<file path="config.mk">
export PLATFORM = sky130hd
export DESIGN_NAME = mem_access_unit_flat
export DESIGN_NICKNAME = d
export VERILOG_FILES = /design/src/rtl/mem_access_unit_if.sv /design/src/rtl/mem_access_unit.sv /design/src/flat_wrapper.sv
export SDC_FILE = /design/constraint.sdc
export NUM_CORES = 1
export LEC_CHECK = 0
export ABC_AREA = 1
export CORE_UTILIZATION = 35
export CTS_CLUSTER_SIZE = 30
export DETAILED_ROUTE_END_ITERATION = 7
export PLACE_DENSITY = 0.72
export SLEW_MARGIN = 25
export SYNTH_ARGS = -nofsm -noshare
export SYNTH_HDL_FRONTEND = slang
export SYNTH_SLANG_ARGS = --single-unit
</file>
<file path="constraint.sdc">
create_clock -name clk -period 1.72 [get_ports clk]
set_input_delay 0.172 -clock clk [delete_from_list [all_inputs] [get_ports clk]]
set_output_delay 0.172 -clock clk [all_outputs]
set_load 0.05 [all_outputs]
</file>
<file path="src/rtl/mem_access_unit_if.sv">
// mem_access_unit_if: word-wide valid/ready memory bus between the access unit (master)
// and the unified instruction/data memory (slave).
interface mem_access_unit_if #(
    parameter int AW = 32,
    parameter int DW = 32
);
    logic          bus_valid;
    logic          bus_we;
    logic [AW-1:0] bus_addr;
    logic [DW-1:0] bus_wdata;
    logic          bus_ready;
    logic [DW-1:0] bus_rdata;

    modport master (output bus_valid, bus_we, bus_addr, bus_wdata, input bus_ready, bus_rdata);
    modport slave  (input bus_valid, bus_we, bus_addr, bus_wdata, output bus_ready, bus_rdata);
endinterface

</file>
<file path="src/rtl/mem_access_unit.sv">
// mem_access_unit: multicycle fetch/load/store stage feeding IR/OldPC and the data register.
// Optional MEM_TIMEOUT_EN aborts an access after TIMEOUT_CYCLES cycles without bus_ready.
module mem_access_unit #(
    parameter int AW             = 32,
    parameter int DW             = 32,
    parameter int TIMEOUT_CYCLES = 16
) (
    input  logic          clk,
    input  logic          reset_n,
    input  logic          req,
    input  logic          we,
    input  logic          ir_write,
    input  logic [AW-1:0] addr,
    input  logic [DW-1:0] wdata,
    input  logic [AW-1:0] pc,
    output logic [DW-1:0] instr,
    output logic [AW-1:0] old_pc,
    output logic [DW-1:0] rdata_q,
    output logic          busy,
    output logic          done,
    output logic          err,
    output logic          ovf_err,
    mem_access_unit_if.master bus
);
    typedef enum logic [1:0] {IDLE, ACCESS, RESP} state_t;

    state_t        state, state_n;
    logic          fail_n;
    logic          hs;
    logic          timeout;
    logic          we_q;
    logic          ir_q;
    logic [AW-1:0] addr_q;
    logic [DW-1:0] wdata_q;
    logic [AW-1:0] pc_q;

    assign hs             = state == ACCESS && bus.bus_ready;
    assign busy           = state != IDLE;
    assign done           = state == RESP;
    assign bus.bus_valid  = state == ACCESS;
    assign bus.bus_we     = we_q;
    assign bus.bus_addr   = addr_q;
    assign bus.bus_wdata  = wdata_q;

`ifdef MEM_TIMEOUT_EN
    localparam int CW = $clog2(TIMEOUT_CYCLES + 1);
    logic [CW-1:0] cnt;

    // A handshake on the last waiting cycle wins because timeout requires ~bus_ready.
    assign timeout = state == ACCESS && !bus.bus_ready && cnt == CW'(TIMEOUT_CYCLES - 1);

    always_ff @(posedge clk or negedge reset_n) begin
        if (!reset_n)
            cnt <= '0;
        else if (state != ACCESS)
            cnt <= '0;
        else if (!bus.bus_ready)
            cnt <= cnt + 1'b1;
    end
`else
    logic unused_timeout_cfg;
    assign unused_timeout_cfg = ^TIMEOUT_CYCLES;
    assign timeout = 1'b0;
`endif

    always_ff @(posedge clk or negedge reset_n) begin
        if (!reset_n)
            state <= IDLE;
        else
            state <= state_n;
    end

    always_comb begin
        state_n = state;
        fail_n  = 1'b0;
        if (state == IDLE && req) begin
            state_n = |addr[1:0] ? RESP : ACCESS;
            fail_n  = |addr[1:0];
        end else if (state == ACCESS && (hs || timeout)) begin
            state_n = RESP;
            fail_n  = timeout;
        end else if (state == RESP) begin
            state_n = IDLE;
        end
    end

    always_ff @(posedge clk or negedge reset_n) begin
        if (!reset_n) begin
            we_q    <= 1'b0;
            ir_q    <= 1'b0;
            addr_q  <= '0;
            wdata_q <= '0;
            pc_q    <= '0;
            instr   <= '0;
            old_pc  <= '0;
            rdata_q <= '0;
            err     <= 1'b0;
            ovf_err <= 1'b0;
        end else begin
            err <= fail_n;
            if (req && state != IDLE)
                ovf_err <= 1'b1;
            if (req && state == IDLE) begin
                we_q    <= we;
                ir_q    <= ir_write;
                addr_q  <= addr;
                wdata_q <= wdata;
                pc_q    <= pc;
            end
            if (hs && !we_q && ir_q) begin
                instr  <= bus.bus_rdata;
                old_pc <= pc_q;
            end
            if (hs && !we_q && !ir_q)
                rdata_q <= bus.bus_rdata;
        end
    end
endmodule

</file>
<file path="src/flat_wrapper.sv">
// flat-port wrapper written by rule: the top's interface ports become plain ports
module mem_access_unit_flat 
#(
    parameter int AW             = 32,
    parameter int DW             = 32,
    parameter int TIMEOUT_CYCLES = 16
)
  (clk, reset_n, req, we, ir_write, addr, wdata, pc, instr, old_pc, rdata_q, busy, done, err, ovf_err, bus_bus_valid, bus_bus_we, bus_bus_addr, bus_bus_wdata, bus_bus_ready, bus_bus_rdata);
  mem_access_unit_if #(.AW(AW), .DW(DW)) bus_i ();
  input  logic clk;
  input  logic reset_n;
  input  logic req;
  input  logic we;
  input  logic ir_write;
  input  logic [AW-1:0] addr;
  input  logic [DW-1:0] wdata;
  input  logic [AW-1:0] pc;
  output logic [DW-1:0] instr;
  output logic [AW-1:0] old_pc;
  output logic [DW-1:0] rdata_q;
  output logic busy;
  output logic done;
  output logic err;
  output logic ovf_err;
  output wire logic [$bits(bus_i.bus_valid)-1:0] bus_bus_valid;
  output wire logic [$bits(bus_i.bus_we)-1:0] bus_bus_we;
  output wire logic [$bits(bus_i.bus_addr)-1:0] bus_bus_addr;
  output wire logic [$bits(bus_i.bus_wdata)-1:0] bus_bus_wdata;
  input wire logic [$bits(bus_i.bus_ready)-1:0] bus_bus_ready;
  input wire logic [$bits(bus_i.bus_rdata)-1:0] bus_bus_rdata;
  assign bus_bus_valid = bus_i.bus_valid;
  assign bus_bus_we = bus_i.bus_we;
  assign bus_bus_addr = bus_i.bus_addr;
  assign bus_bus_wdata = bus_i.bus_wdata;
  assign bus_i.bus_ready = bus_bus_ready;
  assign bus_i.bus_rdata = bus_bus_rdata;
  mem_access_unit #(.AW(AW), .DW(DW), .TIMEOUT_CYCLES(TIMEOUT_CYCLES)) u_core (.clk(clk), .reset_n(reset_n), .req(req), .we(we), .ir_write(ir_write), .addr(addr), .wdata(wdata), .pc(pc), .instr(instr), .old_pc(old_pc), .rdata_q(rdata_q), .busy(busy), .done(done), .err(err), .ovf_err(ovf_err), .bus(bus_i));
endmodule
</file>
# Yosys cells after proc, flatten, opt, wreduce, memory -nomap -nowiden
# Index checks and enable logic that the tools add are counted.
dict set report totals {
  in_bits 134
  reg_bits 198
}
dict set report classes {
  mux 5
  eq_ne 2
  n_reduce_logical 13
}
# operator count
set ops {}
lappend ops {{two-way mux 2 bit} 4}
lappend ops {{logical AND 1 bit} 7}
lappend ops {{nonzero test 3 bit} 1}
lappend ops {{equality test 2 x 1 -> 1 bit, second input constant} 1}
lappend ops {{equality test 2 bit, second input constant} 1}
lappend ops {{zero test 1 bit} 2}
lappend ops {{zero test 2 bit} 1}
lappend ops {{nonzero test 2 bit} 1}
lappend ops {{OR reduction 2 bit} 1}
lappend ops {{two-way mux 1 bit} 1}

# Logic depth before layout (Yosys ltp)
# Gate-level depths: netlist of run 1.
dict set report depth {
  ltp_word 5
  ltp_mapped 7
  mapped_depth_nobuf 5
}

# Worst setup path after synthesis of run 1
# No wires, ideal clock.
dict set report synth_timing {
  kind {register to register}
  start {register u_core.state[0]}
  end {register u_core.instr[10]}
  arrival_ps 1579
  synth_period_minus_slack_ps 1698
  path_slack_ps 22
  stages_incl_launch_ff 7
  path_buffers 1
  cell_sequence {dfrtp_1 > inv_2 > nor2_2 > nand4_2 > clkbuf_1 > nand2_1 > nand2_1}
}
dict set report synth_between {
  elab_chain_cells 4
}
# element line
set synth_lines {}
lappend synth_lines {{from (decl)} mem_access_unit.sv:27} ;# state_t state, state_n;
lappend synth_lines {{from (signal assigned)} mem_access_unit.sv:70} ;# state <= state_n;
lappend synth_lines {{equality test 2 x 1 -> 1 bit} n/a}
lappend synth_lines {{named net bus_bus_valid} flat_wrapper.sv:25} ;# output wire logic [$bits(bus_i.bus_valid)-1:0] bus_bus_valid;
lappend synth_lines {{logical AND 1 bit} mem_access_unit.sv:37} ;# assign hs = state == ACCESS && bus.bus_ready;
lappend synth_lines {{logical AND 1 bit (2 in a row)} mem_access_unit.sv:110} ;# if (hs && !we_q && ir_q) begin
lappend synth_lines {{to (signal assigned)} mem_access_unit.sv:111} ;# instr <= bus.bus_rdata;
lappend synth_lines {{to (decl)} mem_access_unit.sv:16} ;# output logic [DW-1:0] instr,
# The timed path passes the listed nets, and every way through them passes these cells.
# A chain may end at the register's enable or synchronous reset.

# Final worst setup path of run 1
dict set report layout_timing {
  start {register u_core.state[1]}
  end {output port busy}
}
dict set report layout_between {
  elab_chain_cells 1
}
# element line
set layout_lines {}
lappend layout_lines {{nonzero test 2 bit} mem_access_unit.sv:38} ;# assign busy = state != IDLE;
lappend layout_lines {{to (decl)} flat_wrapper.sv:21} ;# output logic busy;
# Every way passes these cells.

==> key figures, run 1 <==
Run status
  – Outcome: finished, final reports clean

GRT
  – Leftover overflow at the end of global routing: 0
  – Wire length of the first global-routing pass: 35400 µm
  – Via count of the first global-routing pass: 6647
  – GR Util All Layers: 20.2%
  – Largest net degree at the start of global routing: 97
  – Number of antenna violations at the first check in global routing: 1

Die
  – Chip height: 151 µm
  – Std-Cell Core Area: 21800 µm²
  – I/O pins: 300
  – Die width: 151 µm
  – Number of cell rows: 54
  – Area enclosed by the die boundary: 22800 µm²
  – Starting Density: 35.6%

STA
  – Worst slew margin relative to its limit: 64.9%
  – Setup_tns: 0 ns
  – Setup repair after global routing missed its margin: no
  – Fin crit share: 93.3%
  – Number of endpoints failing setup at the final stage: 0
  – Worst-case hold slack: 0.263 ns
  – Minimum period implied by the final worst setup slack: 1.61 ns
  – Slew Limit Fails: 0
  – Highest clock frequency the design can meet: 623 MHz
  – Setup skew after layout: 0.00672 ns
  – Count of endpoints failing hold in the final timing report: 0
  – Tightest Pin Transition: 0.528 ns

Critical path
  – Worst path cell trace: nor2_4, buf_12, inv_1, buf_4
  – Crit. End Element: output port
  – Startpoint type of the worst setup path: flip-flop
  – Cell with the largest stage delay on the worst path: dfrtp_1
  – Number of cells on the worst reg-to-reg path: 5
  – Critical Path Fanout Max: 11
  – Worst reg-to-reg setup slack: 0.25 ns
  – Capturing point of the worst reg2reg path: u_core.bus.bus_addr[0]$_DFFE_PN0P_
  – Max incr delay on CP: 0.43 ns
  – Worst Setup Path Type: flip-flop to output port
  – Crit path DAT: 1.43 ns
  – Data required time at the worst endpoint: 1.55 ns
  – Worst flop-to-flop path startpoint: u_core.state[1]$_DFFE_PN0P_

Routing
  – First-iteration detailed-routing DRC count: 304
  – Final antenna-violating net count: 0
  – Per-cell routed wire length: 16.1 µm
  – Drt drc: 0
  – Avg Vias per Cell: 4.75
  – Final WL: 23100 µm
  – Via count: 6820
  – Detailed-routing iteration count for the pre-antenna-repair pass: 5

Layout
  – # fillers: 2074
  – Area added between synthesis and finish: 48.2%
  – Most frequent standard cell in the layout excluding fill and tap cells: nand2_1
  – Number of nets in the final layout: 1277
  – Leading cell types in the layout, fill and taps excluded: nand2_1 (385), dfrtp_1 (196), nand3_1 (192)
  – Share of cells above drive strength 1: 9.10%
  – Non-filler cells, final: 1435

Synth
  – Net count after synthesis: 994
  – Synth warn: 0
  – Biggest area contributors in the synthesized netlist: dfrtp_1 (64%), nand2_1 (19%), nand3_1 (12%), buf_2 (1.6%), clkbuf_1 (1.4%)
  – Mean instance size in the synthesized netlist: 9.05 µm²
  – Total standard cell area after synthesis: 7780 µm²
  – Sequential cell area fraction in the yosys report: 63.7%
  – Synthesized flop and latch total: 198
  – Cell type with the largest total area after synthesis: dfrtp_1
  – Fraction of post-synthesis cell area in the top cell type by area: 63.7%
  – Count of mapped cells out of synthesis: 860
  – Synth cell types: 17

Clocking
  – Root Driver: clkbuf_16
  – Total clock buffers created by CTS: 17
  – H-Tree Depth: 4
  – Latest clock arrival within the worst-skew pair: 0.42 ns
  – CTS tree: yes
  – Maximum clock path buffer count: 2
  – CTS clock-pin slew for the worst setup and hold paths: 0.07 ns
  – TritonCTS sink count: 198

Min path
  – Hold Crit Class: input port to asynchronous set/reset pin

Placement
  – Placed Instances: 1399
  – Number of port buffers: 299
  – Detailed-placement wirelength estimate: 15200 µm
  – GP Congestion: 0.783

Pwr
  – Worst ir drop on vdd: 0.00111 V
  – Static power due to leakage: 6.19 nW
  – Power density over cell area: 2180 nW/µm²

Job
  – Maxcap violations: 0
worst max path at each step:
stage,from,endpoint,slack (ns),depth (start not counted)
2_1_floorplan,u_core.state[0]$_DFFE_PN0P_,u_core.instr[10]$_DFFE_PN0P_,0.02,6
6_report,u_core.state[1]$_DFFE_PN0P_,busy,0.11,4
4_1_cts,u_core.state[0]$_DFFE_PN0P_,u_core.bus.bus_addr[0]$_DFFE_PN0P_,0.02,5
3_5_place_dp,u_core.state[0]$_DFFE_PN0P_,u_core.bus.bus_addr[0]$_DFFE_PN0P_,0.18,4
3_3_place_gp,u_core.state[0]$_DFFE_PN0P_,u_core.bus.bus_addr[0]$_DFFE_PN0P_,0.24,4
5_1_grt,u_core.state[1]$_DFFE_PN0P_,busy,0.04,4
metrics by stage:
stage               area, µm²  util, %  power (mW)  setup slack [ns]
global placement        11000     50.6        22.0             0.244
floorplan                7780        -        16.9            0.0221
finish                  11500     52.8        25.1             0.115
detailed placement      11000     50.6        22.2             0.175
CTS                     11500     52.6        25.3            0.0188
global route            11500     52.8        26.5            0.0357
synthesized netlist by cell type, drive strengths merged:
cell type,count
nand2,386
dfrtp,198
nand3,192
buf,31
clkbuf,30
inv,7
nor2,6
o21ai,4
a21oi,2
nand4,2
a21o,1
clkinv,1
state kept, by name (all words and copies together), names as in the netlist:
signal / flops
u_core.ovf_err: 1
u_core.err: 1
u_core.bus.bus_wdata: 32
u_core.state: 2
u_core.old_pc: 32
u_core.instr: 32
u_core.bus.bus_we: 1
u_core.rdata_q: 32
u_core.ir_q: 1
u_core.bus.bus_addr: 32
u_core.pc_q: 32
cells by family (layout without fill, tap and decap cells):
family,count (synthesis),after routing,share of synthesized area [%]
DFF,198,198,63.7
AOI/OAI and AO/OA,7,7,0.483
buffers and inverters,69,363,4.21
other,0,1,0
and+or+nand+nor,586,586,31.6
critical path, delay by kind of cell (launching register included):
family / cells / cell delay (ns)
flops: 1 / 0.43
buf+inv: 3 / 0.39
simple gates: 1 / 0.18
metal layers:
layer / part of all wire (%) / GRT usage (%) / up-vias
met5: 0 / 0 / -
met4: 2.2 / 6.45 / 0
met3: 6.9 / 5.84 / 27
met2: 49 / 34.1 / 217
met1: 42 / 24.7 / 3261
li1: - / - / 3315
layout make-up:
class / instances / area (µm²) / share of cell area, %
Tap cell: 280 / 350 / 3.04
Antenna cell: 1 / 2.50 / 0.0217
Multi-Input combinational cell: 593 / 2520 / 21.9
Inverter: 8 / 30.0 / 0.261
Clock buffer: 22 / 474 / 4.11
Sequential cell: 198 / 4960 / 43.0
Timing Repair Buffer: 325 / 3120 / 27.0
Clock inverter: 8 / 75.1 / 0.651
power breakdown:
| part | leakage [nW] | switching, mW | internal (mW) |
|---|---|---|---|
| Sequential | 2.50 | 1.17 | 6.77 |
| Combinational | 3.41 | 9.86 | 3.56 |
| Clock | 0.272 | 1.70 | 2.10 |
timing repair:
| action | in CTS | in global routing |
|---|---|---|
| gates resized for setup | 124 | 2 |
| pin swaps | 1 | 1 |
| hold buffers | 1 | 0 |
| gates cloned | 1 | 1 |
| buffers inserted | 1 | 1 |
| hold endpoints to repair | 46 | 0 |
| endpoints found under the setup margin | 125 | 64 |
(Power assumes the default switching activity.)
==> run 2: changes to the inputs <==
--- a/config.mk
+++ b/config.mk
@@ -5,11 +5,11 @@
 export SDC_FILE = /design/constraint.sdc
 export NUM_CORES = 1
 export LEC_CHECK = 0
-export ABC_AREA = 1
+export ABC_AREA = 0
 export CORE_UTILIZATION = 35
 export CTS_CLUSTER_SIZE = 30
 export DETAILED_ROUTE_END_ITERATION = 7
-export PLACE_DENSITY = 0.72
+export PLACE_DENSITY = 0.73
 export SLEW_MARGIN = 25
 export SYNTH_ARGS = -nofsm -noshare
 export SYNTH_HDL_FRONTEND = slang
==> run 2 against run 1 <==
Effect of this change:
- die area shrank 5.1%
- setup slack lost 0.061 ns
- global-route usage decreased by 3.5 points
- critical endpoint is now u_core.instr[26]$_DFFE_PN0P_
- area after synthesis decreased by 5.2%
- cell count down 28%
- via count is 30% lower
- synthesized cell count decreased by 50%
- register-to-register slack worse by 0.20 ns
- core utilization grew 1.9 points
- non-clock buffer count decreased by 6
- clock-buffer cell count is 2 lower
- clock skew grew 0.0032 ns
==> key figures, run 2 <==
Synth
  – Sequential cell area fraction in the yosys report: 67.2% (was 63.7%)
  – Total standard cell area after synthesis: 7380 µm² (was 7780 µm²)
  – Net count after synthesis: 564 (was 994)
  – Most instantiated flip-flop cell in the synthesis netlist: dfrtp_1 (unchanged)
  – Synth warn: 0 (unchanged)
  – Biggest area contributors in the synthesized netlist: dfrtp_1 (67%), mux2_2 (30%), buf_6 (1.1%), buf_2 (0.95%), nor2_1 (0.20%) (was dfrtp_1 (64%), nand2_1 (19%), nand3_1 (12%), buf_2 (1.6%), clkbuf_1 (1.4%))
  – Number of synthesized flops with an enable pin: 0 (unchanged)
  – Fraction of post-synthesis cell area in the top cell type by area: 67.2% (was 63.7%)
  – Cell type with the largest total area after synthesis: dfrtp_1 (unchanged)
  – Share of flip-flops with an asynchronous set or reset after synthesis: 100% (unchanged)
  – Most numerous cell in the Yosys netlist: dfrtp_1 (was nand2_1)
  – Count of mapped cells out of synthesis: 430 (was 860)
  – Synthesized flop and latch total: 198 (unchanged)
  – Synth top cells by count: dfrtp_1 (198), mux2_2 (194), buf_2 (14), buf_6 (7), nor2_1 (4) (was nand2_1 (386), dfrtp_1 (198), nand3_1 (192), clkbuf_1 (30), buf_2 (25))
  – Synth cell types: 16 (was 17)
  – Mean instance size in the synthesized netlist: 17.2 µm² (was 9.05 µm²)

Layout
  – Share of cells above drive strength 1: 35.7% (was 9.10%)
  – Multi-input gate area: 2280 µm² (was 2520 µm²)
  – Most frequent standard cell in the layout excluding fill and tap cells: dfrtp_1 (was nand2_1)
  – Sequential cell area in the final layout: 4950 µm² (was 4960 µm²)
  – Area added between synthesis and finish: 51.5% (was 48.2%)
  – # fillers: 1720 (was 2074)
  – Ant diodes: 0 (was 1)
  – Leading cell types in the layout, fill and taps excluded: dfrtp_1 (198), mux2_2 (194), dlygate4sd2_1 (144) (was nand2_1 (385), dfrtp_1 (196), nand3_1 (192))
  – Number of nets in the final layout: 881 (was 1277)

Die
  – Die width: 147 µm (was 151 µm)
  – Number of cell rows: 52 (was 54)
  – Starting Density: 36.1% (was 35.6%)
  – Area enclosed by the die boundary: 21700 µm² (was 22800 µm²)
  – I/O pins: 300 (unchanged)
  – Chip height: 147 µm (was 151 µm)
  – Std-Cell Core Area: 20400 µm² (was 21800 µm²)

STA
  – Worst slew margin relative to its limit: 62.6% (was 64.9%)
  – Highest clock frequency the design can meet: 600 MHz (was 623 MHz)
  – Setup_tns: 0 ns (unchanged)
  – Number of endpoints failing setup at the final stage: 0 (unchanged)
  – Setup skew after layout: 0.00995 ns (was 0.00672 ns)
  – Minimum period implied by the final worst setup slack: 1.67 ns (was 1.61 ns)
  – Tightest Pin Transition: 0.564 ns (was 0.528 ns)
  – Slew Limit Fails: 0 (unchanged)
  – Setup repair after global routing missed its margin: yes (was no)
  – Fin crit share: 96.8% (was 93.3%)
  – Count of endpoints failing hold in the final timing report: 0 (unchanged)

Clocking
  – Root Driver: clkbuf_16 (unchanged)
  – CTS tree: yes (unchanged)
  – Total clock buffers created by CTS: 17 (unchanged)
  – TritonCTS sink count: 198 (unchanged)
  – CTS clock-pin slew for the worst setup and hold paths: 0.07 ns (about the same)
  – Latest clock arrival within the worst-skew pair: 0.42 ns (about the same)
  – H-Tree Depth: 4 (unchanged)
  – Post-CTS Setup Bufs: 0 (was 1)
  – Maximum clock path buffer count: 2 (unchanged)

Critical path
  – Startpoint type of the worst setup path: flip-flop (unchanged)
  – Bufs and invs on worst path: 1 (was 3)
  – Data required time at the worst endpoint: 2.03 ns (was 1.55 ns)
  – Crit path DAT: 1.97 ns (was 1.43 ns)
  – Worst Setup Path Type: flip-flop to flip-flop (was flip-flop to output port)
  – Critical Path Fanout Max: 40 (was 11)
  – Worst flop-to-flop path startpoint: u_core.state[1]$_DFFE_PN0P_ (unchanged)
  – Worst path cell trace: nand3b_1, or3b_4, buf_12, mux2_2 (was nor2_4, buf_12, inv_1, buf_4)
  – Max incr delay on CP: 0.44 ns (was 0.43 ns)
  – Crit path from: u_core.state[1]$_DFFE_PN0P_ (unchanged)
  – Crit. End Element: flip-flop (was output port)
  – Cell with the largest stage delay on the worst path: or3b_4 (was dfrtp_1)
  – Crit path max-delay family: simple AND/OR/NAND/NOR gates (was flip-flops)

GRT
  – Leftover overflow at the end of global routing: 0 (unchanged)
  – Via count of the first global-routing pass: 5326 (was 6647)
  – Largest net degree at the start of global routing: 52 (was 97)
  – Number of antenna violations at the first check in global routing: 0 (was 1)
  – GR Util All Layers: 16.7% (was 20.2%)
  – Wire length of the first global-routing pass: 27900 µm (was 35400 µm)

Min path
  – Hold Crit Class: input port to asynchronous set/reset pin (unchanged)

Routing
  – Via count: 4785 (was 6820)
  – Detailed-routing iteration count for the pre-antenna-repair pass: 4 (was 5)
  – Per-cell routed wire length: 16.9 µm (was 16.1 µm)
  – First-iteration detailed-routing DRC count: 94 (was 304)
  – Drt drc: 0 (unchanged)
  – Final antenna-violating net count: 0 (unchanged)
  – Avg Vias per Cell: 4.65 (was 4.75)
  – Final WL: 17400 µm (was 23100 µm)

Placement
  – Number of port buffers: 299 (unchanged)
  – Detailed-placement wirelength estimate: 13100 µm (was 15200 µm)
  – GP Congestion: 0.763 (was 0.783)

Run status
  – Outcome: finished, final reports clean (unchanged)

Job
  – Maxcap violations: 0 (unchanged)
-- run 2: final cells by class --
cell class | instances | share of cell area, %
repair buffers | 319 | 27.0
clock inverters | 12 | 1.03
multi-input cells | 209 | 20.4
inverters | 2 | 0.0672
well taps | 270 | 3.02
flip-flops and latches | 198 | 44.3
clock buffers | 20 | 4.18
-- run 2: worst paths after layout --
kind	to	slack, ns	cells past startpoint
max in group asynchronous	u_core.bus.bus_wdata[2]$_DFFE_PN0P_	0.84	3
max	u_core.instr[26]$_DFFE_PN0P_	0.05	4
max reg2reg	u_core.instr[26]$_DFFE_PN0P_	0.05	4
min reg2reg	u_core.ovf_err$_DFFE_PN0P_	0.47	1
min in group clk	u_core.bus.bus_addr[19]$_DFFE_PN0P_	0.35	2
min	u_core.bus.bus_wdata[24]$_DFFE_PN0P_	0.27	2
-- run 2: kinds of logic (layout without fill, tap and decap cells) --
kind of cell / Yosys count / in the layout / share of synthesized area (%)
AO/OA/AOI/OAI: 5 / 5 / 0.390
buffers and inverters: 23 / 353 / 2.12
flip-flops: 198 / 198 / 67.2
multiplexers: 194 / 194 / 29.6
AND/OR/NAND/NOR: 10 / 10 / 0.712
-- run 2: layer usage --
metal	vias up	global-route usage, %	share of wire (%)
met5	-	0	0
met1	2412	18.0	38
met4	0	5.62	1.9
li1	2158	-	-
met3	21	6.02	8.1
met2	194	29.9	52
-- run 2: metrics by stage --
stage	setup WS, ns	area, µm²	hold WS (ns)	util (%)	cells
after floorplan	0.0594	7380	-0.124	-	430
after global placement	-0.156	10800	0.153	52.7	997
after detailed placement	-0.165	10800	0.162	52.7	997
after CTS	0.0488	11200	0.267	54.7	1030
after global routing	-0.000830	11200	0.284	54.7	1030
final	0.0545	11200	0.270	54.7	1030
-- run 2: worst reg2reg max path, stage by stage, from the launching register on --
cell	delay (ns)
dfrtp_1	0.40
nand3b_1	0.18
or3b_4	0.44
buf_12	0.19
mux2_2	0.34
-- run 2: repair_timing --
item / in CTS / in global routing
hold buffers: 1 / 0
endpoints found under the hold margin: 44 / 0
endpoints found under the setup margin: 144 / 2
resized for setup: 144 / 0
gates cloned: 0 / 0
Power of run 2 is left out: the tool's default activity adds up to more than one toggle a clock period on the data nets, which glitch-free logic cannot reach.
==> run 3: changes to the inputs <==
--- a/config.mk
+++ b/config.mk
@@ -6,10 +6,12 @@
 export NUM_CORES = 1
 export LEC_CHECK = 0
 export ABC_AREA = 0
-export CORE_UTILIZATION = 35
+export CELL_PAD_IN_SITES_DETAIL_PLACEMENT = 1
+export CELL_PAD_IN_SITES_GLOBAL_PLACEMENT = 1
+export CORE_UTILIZATION = 34
 export CTS_CLUSTER_SIZE = 30
 export DETAILED_ROUTE_END_ITERATION = 7
-export PLACE_DENSITY = 0.73
+export PLACE_DENSITY = 0.85
 export SLEW_MARGIN = 25
 export SYNTH_ARGS = -nofsm -noshare
 export SYNTH_HDL_FRONTEND = slang
==> run 3 against run 2 <==
Effect of this change:
- via count rose by 2.0%
- sequential share of layout area fell by 0.44 points
- cell count rose by 0.97%
- global-route usage rose by 2.0 points
- die area rose by 2.9%
- routed wire length rose by 18%
- fmax fell by 1.3%
- critical path depth did not move
==> key figures, run 3 (synthesized netlist as in run 2, its figures left out) <==
Die
  – I/O pins: 300 (unchanged)
  – Number of cell rows: 53 (was 52)
  – Die width: 149 µm (was 147 µm)
  – Starting Density: 34.9% (was 36.1%)
  – Std-Cell Core Area: 21200 µm² (was 20400 µm²)
  – Area enclosed by the die boundary: 22300 µm² (was 21700 µm²)
  – Chip height: 149 µm (was 147 µm)

Routing
  – First-iteration detailed-routing DRC count: 104 (was 94)
  – DR WL met3: 1580 µm (was 1410 µm)
  – Post-Route M1 WL: 7650 µm (was 6530 µm)
  – DR WL met2: 11100 µm (was 9110 µm)
  – Final WL: 20600 µm (was 17400 µm)
  – Per-cell routed wire length: 19.8 µm (was 16.9 µm)
  – Drt drc: 0 (unchanged)
  – Final antenna-violating net count: 0 (unchanged)
  – Via count: 4881 (was 4785)
  – Top layer reached by signal wires: met4 (unchanged)
  – Detailed-routing iteration count for the pre-antenna-repair pass: 4 (unchanged)
  – Avg Vias per Cell: 4.69 (was 4.65)

Layout
  – Final Util: 53.4% (was 54.7%)
  – Area added between synthesis and finish: 53.1% (was 51.5%)
  – Ant diodes: 0 (unchanged)
  – Most frequent standard cell in the layout excluding fill and tap cells: dfrtp_1 (unchanged)
  – Number of nets in the final layout: 886 (was 881)
  – Area of all placed cells without fillers: 11300 µm² (was 11200 µm²)
  – Share of cells above drive strength 1: 36.9% (was 35.7%)
  – Non-filler cells, final: 1040 (was 1030)
  – Leading cell types in the layout, fill and taps excluded: dfrtp_1 (198), mux2_2 (193), dlygate4sd2_1 (138) (was dfrtp_1 (198), mux2_2 (194), dlygate4sd2_1 (144))
  – # fillers: 2062 (was 1720)

Placement
  – Placed Instances: 1003 (was 997)
  – GP Congestion: 0.774 (was 0.763)
  – Detailed-placement wirelength estimate: 14900 µm (was 13100 µm)
  – Cell area after placement: 10800 µm² (about the same)
  – Number of port buffers: 299 (unchanged)

GRT
  – Number of antenna violations at the first check in global routing: 0 (unchanged)
  – GR Util All Layers: 18.7% (was 16.7%)
  – Leftover overflow at the end of global routing: 0 (unchanged)
  – Largest net degree at the start of global routing: 57 (was 52)
  – Wire length of the first global-routing pass: 31600 µm (was 27900 µm)
  – Via count of the first global-routing pass: 5646 (was 5326)

Critical path
  – Worst reg-to-reg setup slack: 0.03 ns (was 0.05 ns)
  – Crit path DAT: 1.99 ns (was 1.97 ns)
  – Startpoint type of the worst setup path: flip-flop (unchanged)
  – Data required time at the worst endpoint: 2.02 ns (was 2.03 ns)
  – Critical Path Fanout Max: 19 (was 40)
  – Number of cells on the worst reg-to-reg path: 4 (unchanged)
  – Worst flop-to-flop path startpoint: u_core.state[1]$_DFFE_PN0P_ (unchanged)
  – Capturing point of the worst reg2reg path: u_core.instr[5]$_DFFE_PN0P_ (was u_core.instr[26]$_DFFE_PN0P_)
  – Crit. End Element: flip-flop (unchanged)
  – Worst Setup Path Type: flip-flop to flip-flop (unchanged)

STA
  – Slew Limit Fails: 0 (unchanged)
  – Highest clock frequency the design can meet: 592 MHz (was 600 MHz)
  – Number of endpoints failing setup at the final stage: 0 (unchanged)
  – Worst slew margin relative to its limit: 63.6% (was 62.6%)
  – Setup skew after layout: 0.00981 ns (was 0.00995 ns)
  – Setup repair after global routing missed its margin: yes (unchanged)
  – Setup_tns: 0 ns (unchanged)
  – Count of endpoints failing hold in the final timing report: 0 (unchanged)
  – Minimum period implied by the final worst setup slack: 1.69 ns (was 1.67 ns)
  – Tightest Pin Transition: 0.549 ns (was 0.564 ns)
  – Fin crit share: 98.2% (was 96.8%)

Job
  – Maxcap violations: 0 (unchanged)

Clocking
  – Latest clock arrival within the worst-skew pair: 0.42 ns (about the same)
  – H-Tree Depth: 4 (unchanged)
  – Total clock buffers created by CTS: 17 (unchanged)
  – TritonCTS sink count: 198 (unchanged)
  – Root Driver: clkbuf_16 (unchanged)
  – CTS tree: yes (unchanged)
  – CTS clock-pin slew for the worst setup and hold paths: 0.08 ns (was 0.07 ns)
  – Maximum clock path buffer count: 2 (unchanged)

Pwr
  – Worst ir drop on vdd: 0.00132 V
  – Static power due to leakage: 5.14 nW
  – Power, Total: 26.0 mW
  – Power density over cell area: 2310 nW/µm²

Run status
  – Outcome: finished, final reports clean (unchanged)

Min path
  – Hold Crit Class: input port to asynchronous set/reset pin (unchanged)
## run 3: cell types whose count changed in the layout (fill, tap and decap cells not counted), sizes merged
cell	previous run	this run
clkinv	8	6
inv	5	8
bufinv	0	1
dlygate4sd2	144	138
clkbuf	21	22
buf	41	49
## run 3: routing by layer
layer  track usage, %  up-vias
met4             4.69        0
met2             34.1      207
met3             6.12       19
li1                 -     2158
met1             20.8     2497
met5                0        -
## run 3: power by group
part / total (mW) / internal [mW] / switching, mW
clock: 4.00 / 2.08 / 1.92
combinational: 13.8 / 4.57 / 9.24
sequential: 8.23 / 6.96 / 1.27
total: 26.0 / 13.6 / 12.4
## run 3: area by class of cell
| type | count | area [µm²] | area share (%) |
|---|---|---|---|
| inverters | 2 | 7.51 | 0.0665 |
| flip-flops and latches | 198 | 4950 | 43.9 |
| clock inverters | 14 | 166 | 1.47 |
| repair buffers | 324 | 3100 | 27.5 |
| clock buffers | 18 | 429 | 3.80 |
| well taps | 275 | 344 | 3.05 |
| multi-input cells | 209 | 2290 | 20.3 |
## run 3: worst max-delay path by stage
stage	endpoint	cells past startpoint	slack [ns]	startpoint
6_report	u_core.instr[5]$_DFFE_PN0P_	4	0.03	u_core.state[1]$_DFFE_PN0P_
5_1_grt	u_core.old_pc[6]$_DFFE_PN0P_	4	-0.02	u_core.state[1]$_DFFE_PN0P_
4_1_cts	busy	5	0.03	u_core.state[1]$_DFFE_PN0P_
3_5_place_dp	u_core.instr[13]$_DFFE_PN0P_	5	-0.19	bus_bus_ready
3_3_place_gp	u_core.old_pc[5]$_DFFE_PN0P_	5	-0.16	bus_bus_ready
2_1_floorplan	u_core.instr[10]$_DFFE_PN0P_	4	0.06	u_core.bus.bus_we$_DFFE_PN0P_
## run 3: critical path: stages (launching register included)
cell	delay, ns
dfrtp_1	0.37
nand3b_1	0.21
or3b_4	0.47
clkbuf_16	0.22
mux2_2	0.29
## run 3: timing repair
item                       in CTS  in global routing
setup endpoints to repair     138                 91
cloned                          0                  3
pin swaps                       0                  2
resized for setup             138                  3
setup buffers                   0                  1
hold buffers                    1                  0
hold endpoints to repair       49                  0
## run 3: through the flow
step | hold WS (ns) | setup WS [ns]
after detailed placement | 0.194 | -0.188
after global routing | 0.312 | -0.0241
after global placement | 0.180 | -0.162
after floorplan | -0.124 | 0.0594
final | 0.289 | 0.0318
after CTS | 0.290 | 0.0270
